## src/rtl/xs3_pkg.sv

```systemverilog
// xs3_pkg: shared FSM states, mode encodings and the excess-3 offset
package xs3_pkg;
  typedef enum logic [1:0] {IDLE, CONV, DONE} state_t;
  localparam logic MODE_BCD2XS3 = 1'b0;
  localparam logic MODE_XS32BCD = 1'b1;
  localparam logic [3:0] XS3_OFFSET = 4'd3;
endpackage

```

## src/rtl/xs3_digit.sv

```systemverilog
// xs3_digit: converts one 4-bit digit between BCD and excess-3 (validity flag under XS3_ERR_CHECK_EN)
module xs3_digit
  import xs3_pkg::*;
(
  input  logic [3:0] din,
  input  logic       mode,
  output logic [3:0] dout,
  output logic       invalid
);
  assign dout = (mode == MODE_XS32BCD) ? din - XS3_OFFSET : din + XS3_OFFSET;
`ifdef XS3_ERR_CHECK_EN
  assign invalid = (mode == MODE_XS32BCD) ? (din < 4'd3 || din > 4'd12) : (din > 4'd9);
`else
  assign invalid = 1'b0;
`endif
endmodule

```

## src/rtl/xs3_seq_conv.sv

```systemverilog
// xs3_seq_conv: converts a packed word one digit per cycle; XS3_ERR_CHECK_EN enables the sticky err flag
module xs3_seq_conv
  import xs3_pkg::*;
#(
  parameter int DIGITS = 4
) (
  input  logic                  clk,
  input  logic                  rst_n,
  input  logic                  in_valid,
  output logic                  in_ready,
  input  logic                  mode,
  input  logic [4*DIGITS-1:0]   in_data,
  output logic                  out_valid,
  input  logic                  out_ready,
  output logic [4*DIGITS-1:0]   out_data,
  output logic                  err
);
  localparam int IW = DIGITS > 1 ? $clog2(DIGITS) : 1;
  state_t state, state_n;
  logic [IW-1:0] idx;
  logic [4*DIGITS-1:0] src;
  logic mode_q;
  logic [3:0] dout;
  logic last, accept;
  assign in_ready = state == IDLE;
  assign out_valid = state == DONE;
  assign accept = in_valid && in_ready;
  assign last = idx == IW'(DIGITS - 1);
`ifdef XS3_ERR_CHECK_EN
  logic inv;
  xs3_digit u_digit (.din(src[idx*4 +: 4]), .mode(mode_q), .dout(dout), .invalid(inv));
  always_ff @(posedge clk)
    if (!rst_n || accept) err <= 1'b0;
    else if (state == CONV) err <= err | inv;
`else
  logic unused_inv;
  xs3_digit u_digit (.din(src[idx*4 +: 4]), .mode(mode_q), .dout(dout), .invalid(unused_inv));
  assign err = 1'b0;
`endif
  always_comb begin
    state_n = state;
    case (state)
      IDLE: state_n = accept ? CONV : IDLE;
      CONV: state_n = last ? DONE : CONV;
      DONE: state_n = out_ready ? IDLE : DONE;
      default: state_n = IDLE;
    endcase
  end
  always_ff @(posedge clk) begin
    if (!rst_n) begin
      state <= IDLE;
      idx <= '0;
      src <= '0;
      mode_q <= MODE_BCD2XS3;
      out_data <= '0;
    end else begin
      state <= state_n;
      if (accept) begin
        src <= in_data;
        mode_q <= mode;
        idx <= '0;
      end else if (state == CONV) begin
        out_data[idx*4 +: 4] <= dout;
        idx <= last ? '0 : idx + 1'b1;
      end
    end
  end
endmodule

```

## config.mk

```make
export PLATFORM = sky130hd
export DESIGN_NAME = xs3_seq_conv
export DESIGN_NICKNAME = d
export VERILOG_FILES = /design/src/rtl/xs3_pkg.sv /design/src/rtl/xs3_digit.sv /design/src/rtl/xs3_seq_conv.sv
export SDC_FILE = /design/constraint.sdc
export NUM_CORES = 1
export LEC_CHECK = 0
export BUFFER_PORTS_ARGS = -buffer_cell sky130_fd_sc_hd__buf_2
export CAP_MARGIN = 20
export CELL_PAD_IN_SITES_DETAIL_PLACEMENT = 1
export CELL_PAD_IN_SITES_GLOBAL_PLACEMENT = 1
export CORE_UTILIZATION = 39
export CTS_CLUSTER_DIAMETER = 40
export DETAILED_ROUTE_END_ITERATION = 7
export PLACE_DENSITY_LB_ADDON = 0.1
export SLEW_MARGIN = 20
export SYNTH_ARGS = -nofsm -noshare
export SYNTH_HDL_FRONTEND = slang
export SYNTH_SLANG_ARGS = --single-unit
```

## constraint.sdc

```tcl
create_clock -name clk -period 2.7 [get_ports clk]
set_input_delay 0.405 -clock clk [delete_from_list [all_inputs] [get_ports clk]]
set_output_delay 0.405 -clock clk [all_outputs]
set_load 0.05 [all_outputs]
```

==> results of run 1 <==
## layer usage
layer	vias to the layer above	wire length [µm]	GRT usage (%)
met1	662	1693	21.42
li1	709	-	-
met2	28	2058	34.44
met4	0	81	8.073
met5	-	0	0
met3	8	143	5.333
## final cells by class
| class | count | area (µm²) | share of cell area (%) |
|---|---|---|---|
| multi-input cells | 135 | 900.9 | 44.72 |
| flip-flops and latches | 37 | 740.7 | 36.77 |
| repair buffers | 40 | 205.2 | 10.19 |
| clock buffers | 6 | 72.57 | 3.602 |
| well taps | 50 | 62.56 | 3.106 |
| inverters | 6 | 22.52 | 1.118 |
| clock inverters | 2 | 10.01 | 0.4969 |
## cells in the final DEF (no fill, tap or decap), types with 2 or more instances in the layout
cell type | Yosys | layout
a21boi_0 | 17 | 17
a22oi_1 | 15 | 15
buf_2 | 2 | 38
buf_4 | 1 | 2
clkbuf_8 | 0 | 5
clkinv_2 | 0 | 2
dfxtp_1 | 37 | 37
ha_1 | 8 | 8
inv_1 | 6 | 6
mux4_2 | 3 | 3
nand2_1 | 46 | 46
nand3_1 | 5 | 5
nor2_1 | 3 | 3
nor2b_1 | 17 | 17
nor4_1 | 2 | 2
o21ai_0 | 6 | 6
## state kept, by name, indices dropped and copies added, names as in the netlist
register	cells
idx	2
mode_q	1
out_data	16
src	16
state	2
## final timing paths
path,start,to,cells past startpoint
worst max-delay path,idx[0],out_data[7],7
worst min-delay path,mode,mode_q,3
worst max register to register,idx[0],out_data[7],7
worst min register to register,src[10],src[10],2
## power groups by stage
stage | clock, mW | sequential [mW] | combinational (mW)
finish | 0.369 | 0.583 | 0.172
global route | 0.408 | 0.586 | 0.192
CTS | 0.384 | 0.583 | 0.175
detailed placement | 0 | 0.596 | 0.174
global placement | 0 | 0.595 | 0.166
floorplan | 0 | 0.604 | 0.113
## critical path, delay by kind of cell, from the launching register on
kind,cells,cell delay (ps)
xor gates and xnor gates,1,250
DFF,1,500
AOI/OAI and AO/OA,4,640
adders and majority gates,1,350
muxes,1,540
## metrics by stage
step                instances  setup slack, ps  hold slack, ps
floorplan                 189            492.1           440.0
global placement          268            395.2           455.5
detailed placement        268            285.1           461.6
CTS                       276            274.1           358.1
global route              276            62.52           371.9
finish                    276            325.0           363.1
## kinds of logic after synthesis
logic type	Yosys count	synth area share, %
AND/OR/NAND/NOR	76	21.03
adder cells (fa/ha/maj)	9	6.987
XOR/XNOR	3	1.966
multiplexers	5	5.167
other	1	0.2181
AO/OA/AOI/OAI	41	17.03
flip-flops	37	43.09
buffers and inverters	17	4.513
==> impl_metrics.json, run 1 <==
{
  "status": "finished clean",
  "ctsResizeCount": 0,
  "hold_class": "input port to flip-flop",
  "wl_um": 3977,
  "fin_util_pct": 48.95,
  "ios": 40,
  "place_area_um2": 1932,
  "fin_skew_ps": 6.797,
  "via_per_inst": 5.098,
  "h-tree-depth": 2,
  "crit_chain": "mux4_2 > ha_1 > a21oi_1 > o21ai_0 > a41o_1 > xnor2_1 > o21ai_0",
  "dr.pass1.iters": 4,
  "areaGrowthSynthToFinish_pct": 17.18,
  "grt_pass1_vias": 1430,
  "leakagePower_nw": 0.8379,
  "initial_core_util_pct": 41.78,
  "total_power_mw": 1.124,
  "drc": 0,
  "cp.arrival_ps": 2540,
  "dieArea_um2": 4678,
  "grt_pass1_wl_um": 6513,
  "regToRegSetupSlack_ps": 320,
  "synth_common_cells": "nand2_1, dfxtp_1, a21boi_0, nor2b_1, a22oi_1",
  "ys_warn_count": 0,
  "synth_edf_count": 0,
  "postSynthAreaPerCell_um2": 9.096,
  "clockBufferDepth": 2,
  "die_h_um": 68.40,
  "maxCapViolations": 0,
  "gp_congestion": 0.8124,
  "fin_area_um2": 2014,
  "cpMostUsedCell": "o21ai_0",
  "die_w_um": 68.40,
  "clockPowerShare_pct": 32.8,
  "layout-drive-gt1-share_pct": 23.89,
  "critPathMaxFanout": 6,
  "num_rows": 23,
  "p_int_uw": 810.7,
  "switching_share_pct": 27.88,
  "min_period_over_period_pct": 87.96,
  "synthTopCellsByArea": "dfxtp_1, nand2_1, a21boi_0",
  "io_buffers": 38,
  "gr-total-overflow": 0,
  "via_count": 1407,
  "max_stage_delay_ps": 540,
  "nNetsFinal": 255,
  "start_kind": "flip-flop",
  "synth_top_cell_by_area": "dfxtp_1",
  "initialDrtViolationCount": 80,
  "netlist_area_um2": 1719,
  "crit_slowest_cell": "mux4_2",
  "cp.required_ps": 2870,
  "pwr-share-comb_pct": 15.3,
  "syn-instance-count": 189,
  "seq_area_frac_synth_pct": 43.09,
  "fillers": 506,
  "setup_tns_ps": 0,
  "diodes": 0,
  "numCtsBuffers": 5,
  "post_cts_buffers": 0,
  "async_flop_share_pct": 0,
  "synthesis.nets": 219,
  "fin_crit_ps": 2375,
  "ir_drop_mv": 0.3598,
  "antenna_found_initial": 0,
  "maxSlewViolCount": 0,
  "wl_per_cell_um": 14.41,
  "clk_pin_slew_ps": 70,
  "endpoint_kind": "flip-flop",
  "critPathKind": "flip-flop to flip-flop",
  "cts_sinks": 37,
  "grt_util_all_layers_pct": 19.37,
  "hold_viol_final": 0,
  "cts_tree": "built",
  "slew_headroom_pct": 56.57,
  "grt_max_degree": 42,
  "ys.flop_type": "dfxtp_1",
  "yosysTopAreaCellShare_pct": 43.09,
  "p_per_area_nw_per_um2": 558.1,
  "hold_buffers": 0,
  "core_area_um2": 4115,
  "drtAntennaViolNets": 0,
  "clkLatencyLatePin_ps": 290,
  "setup-violations-final": 0,
  "p_switching_uw": 313.4,
  "clock.fmax_mhz": 421.0,
  "dpl.hpwl_um": 3061,
  "synth_cell_types": 29,
  "sequentialPowerShare_pct": 51.8,
  "ys_seq_elements": 37,
  "yosysMostFrequentCell": "nand2_1",
  "root_buffer": "clkbuf_8",
  "rsz0062_at_grt": "no",
  "tightest_slew_ps": 645.4
}
No activity file was read; power rests on OpenSTA's default activity.
==> inputs of run 2 (changes only) <==
==> constraint.sdc (replaced) <==
create_clock -name clk -period 2.5 [get_ports clk]
set_input_delay 0.375 -clock clk [delete_from_list [all_inputs] [get_ports clk]]
set_output_delay 0.375 -clock clk [all_outputs]
set_load 0.05 [all_outputs]
==> run 2 against run 1 <==
Compared with the run above:
- first-iteration DRC count shrank 45%
- sequential cell count stayed put
- register-to-register slack got worse by 140 ps
- cell count rose by 1.1%
- global-route usage grew 0.52 points
- hold slack worse by 26 ps
- combinational power rose by 13%
- clock skew shrank 1.6 ps
- wire length increased by 1.5%
- worst setup slack worse by 140 ps
- clock-buffer cell count up 1
- critical path type unchanged
- largest power group unchanged
==> impl_metrics.json, run 2 (same netlist as run 1, synthesis figures left out) <==
{
  "cp.arrival_ps": 2480,
  "slew_headroom_pct": 52.67,
  "clkLatencyLatePin_ps": 280,
  "critPathMaxFanout": 6,
  "h-tree-depth": 2,
  "drc": 0,
  "rsz0062_at_grt": "no",
  "dieArea_um2": 4678,
  "core_area_um2": 4115,
  "ios": 40,
  "switching_share_pct": 24.89,
  "grt_pass1_vias": 1468,
  "initialDrtViolationCount": 44,
  "r2r-end": "out_data[11]",
  "clock.fmax_mhz": 431.3,
  "maxCapViolations": 0,
  "ir_drop_mv": 0.2786,
  "fin_skew_ps": 5.236,
  "numCtsBuffers": 5,
  "post_cts_buffers": 0,
  "mostFrequentLayoutCells": "nand2_1, buf_2, dfxtp_1",
  "reg_top3": "out_data: 16 flops, src: 16 flops",
  "leakagePower_nw": 0.8677,
  "cts_tree": "built",
  "drtAntennaViolNets": 0,
  "clockBufferDepth": 2,
  "maxSlewViolCount": 0,
  "ctsResizeCount": 0,
  "num_rows": 23,
  "dr.pass1.iters": 4,
  "clk_pin_slew_ps": 70,
  "critPathKind": "flip-flop to flip-flop",
  "via_count": 1425,
  "p_int_mw": 1.014,
  "dp_cells": 271,
  "fin_crit_ps": 2319,
  "via_per_inst": 5.108,
  "regToRegSetupSlack_ps": 180,
  "gp_congestion": 0.8377,
  "reg2reg_depth": 7,
  "wl_um": 4037,
  "holdPathStages": 3,
  "io_buffers": 38,
  "pwr-share-comb_pct": 14.3,
  "gr-total-overflow": 0,
  "layout-drive-gt1-share_pct": 25.33,
  "antenna_found_initial": 0,
  "p_switching_uw": 335.9,
  "setup-violations-final": 0,
  "hold_class": "input port to flip-flop",
  "hold_viol_final": 0,
  "start_kind": "flip-flop",
  "root_buffer": "clkbuf_8",
  "status": "finished clean",
  "final_common_cell": "nand2_1",
  "grt_pass1_wl_um": 6720,
  "p_per_area_nw_per_um2": 651.4,
  "cts_sinks": 37,
  "diodes": 0,
  "layoutNonFillerInstCount": 279,
  "grt_util_all_layers_pct": 19.89,
  "wl_per_cell_um": 14.47,
  "nNetsFinal": 258,
  "setup_tns_ps": 0,
  "initial_core_util_pct": 41.78,
  "hold_buffers": 0,
  "areaGrowthSynthToFinish_pct": 20.52,
  "die_h_um": 68.40,
  "hold-path-endpoint": "src[15]",
  "r2r_start": "idx[0]",
  "hp-start": "in_data[15]",
  "sequentialPowerShare_pct": 46.6,
  "clockPowerShare_pct": 39.1,
  "min_period_over_period_pct": 92.75,
  "die_w_um": 68.40,
  "endpoint_kind": "flip-flop",
  "grt_max_degree": 42,
  "cp.required_ps": 2660,
  "tightest_slew_ps": 703.4
}
==> run 2: critical path, stage by stage (launching register included) <==
cell and delay [ps]:
dfxtp_2 420, mux4_2 520, ha_1 360, a21oi_1 150, o21ai_0 110, a41o_1 230, xnor2_1 270, o21ai_0 140
==> run 2: power groups by stage <==
stage	Combinational (mW)	Clock, mW	Sequential [mW]
CTS	0.197	0.538	0.629
floorplan	0.122	0	0.652
finish	0.194	0.527	0.629
detailed placement	0.195	0	0.642
global placement	0.187	0	0.642
global route	0.216	0.565	0.632
==> run 2: final cells by class <==
type	count	area (µm²)
Clock buffer	7	86.33
Clock inverter	1	30.03
Fill cell	503	2043
Inverter	6	22.52
Multi-Input combinational cell	135	900.9
Sequential cell	37	742.0
Tap cell	50	62.56
Timing Repair Buffer	43	227.7
==> run 2: how the worst max path moves through the flow <==
stage	from	to	slack, ps	cells after the start
floorplan	idx[0]	out_data[10]	290	8
global placement	idx[0]	out_data[3]	200	7
detailed placement	idx[0]	out_data[11]	90	7
CTS	idx[0]	out_data[11]	50	7
global route	idx[0]	out_data[3]	10	7
finish	idx[0]	out_data[11]	180	7
==> run 2: metrics by stage <==
step / power [mW] / util, % / setup WS, ps / cell area (µm²) / hold WS [ps]
4_1_cts: 1.364 / 50.32 / 49.38 / 2071 / 331.7
5_1_grt: 1.413 / 50.35 / 13.97 / 2072 / 337.6
6_report: 1.350 / 50.35 / 181.4 / 2072 / 336.9
2_1_floorplan: 0.7746 / - / 292.1 / 1719 / 440.0
3_5_place_dp: 0.8379 / 47.49 / 88.50 / 1954 / 462.8
3_3_place_gp: 0.8288 / 47.49 / 202.1 / 1954 / 455.2
==> run 2: layer usage <==
metal	global-route usage, %	wire, µm	vias to the layer above
met5	0	0	-
met4	4.688	21	0
met3	5.500	123	2
met2	36.64	2138	28
met1	22.30	1754	681
li1	-	-	714
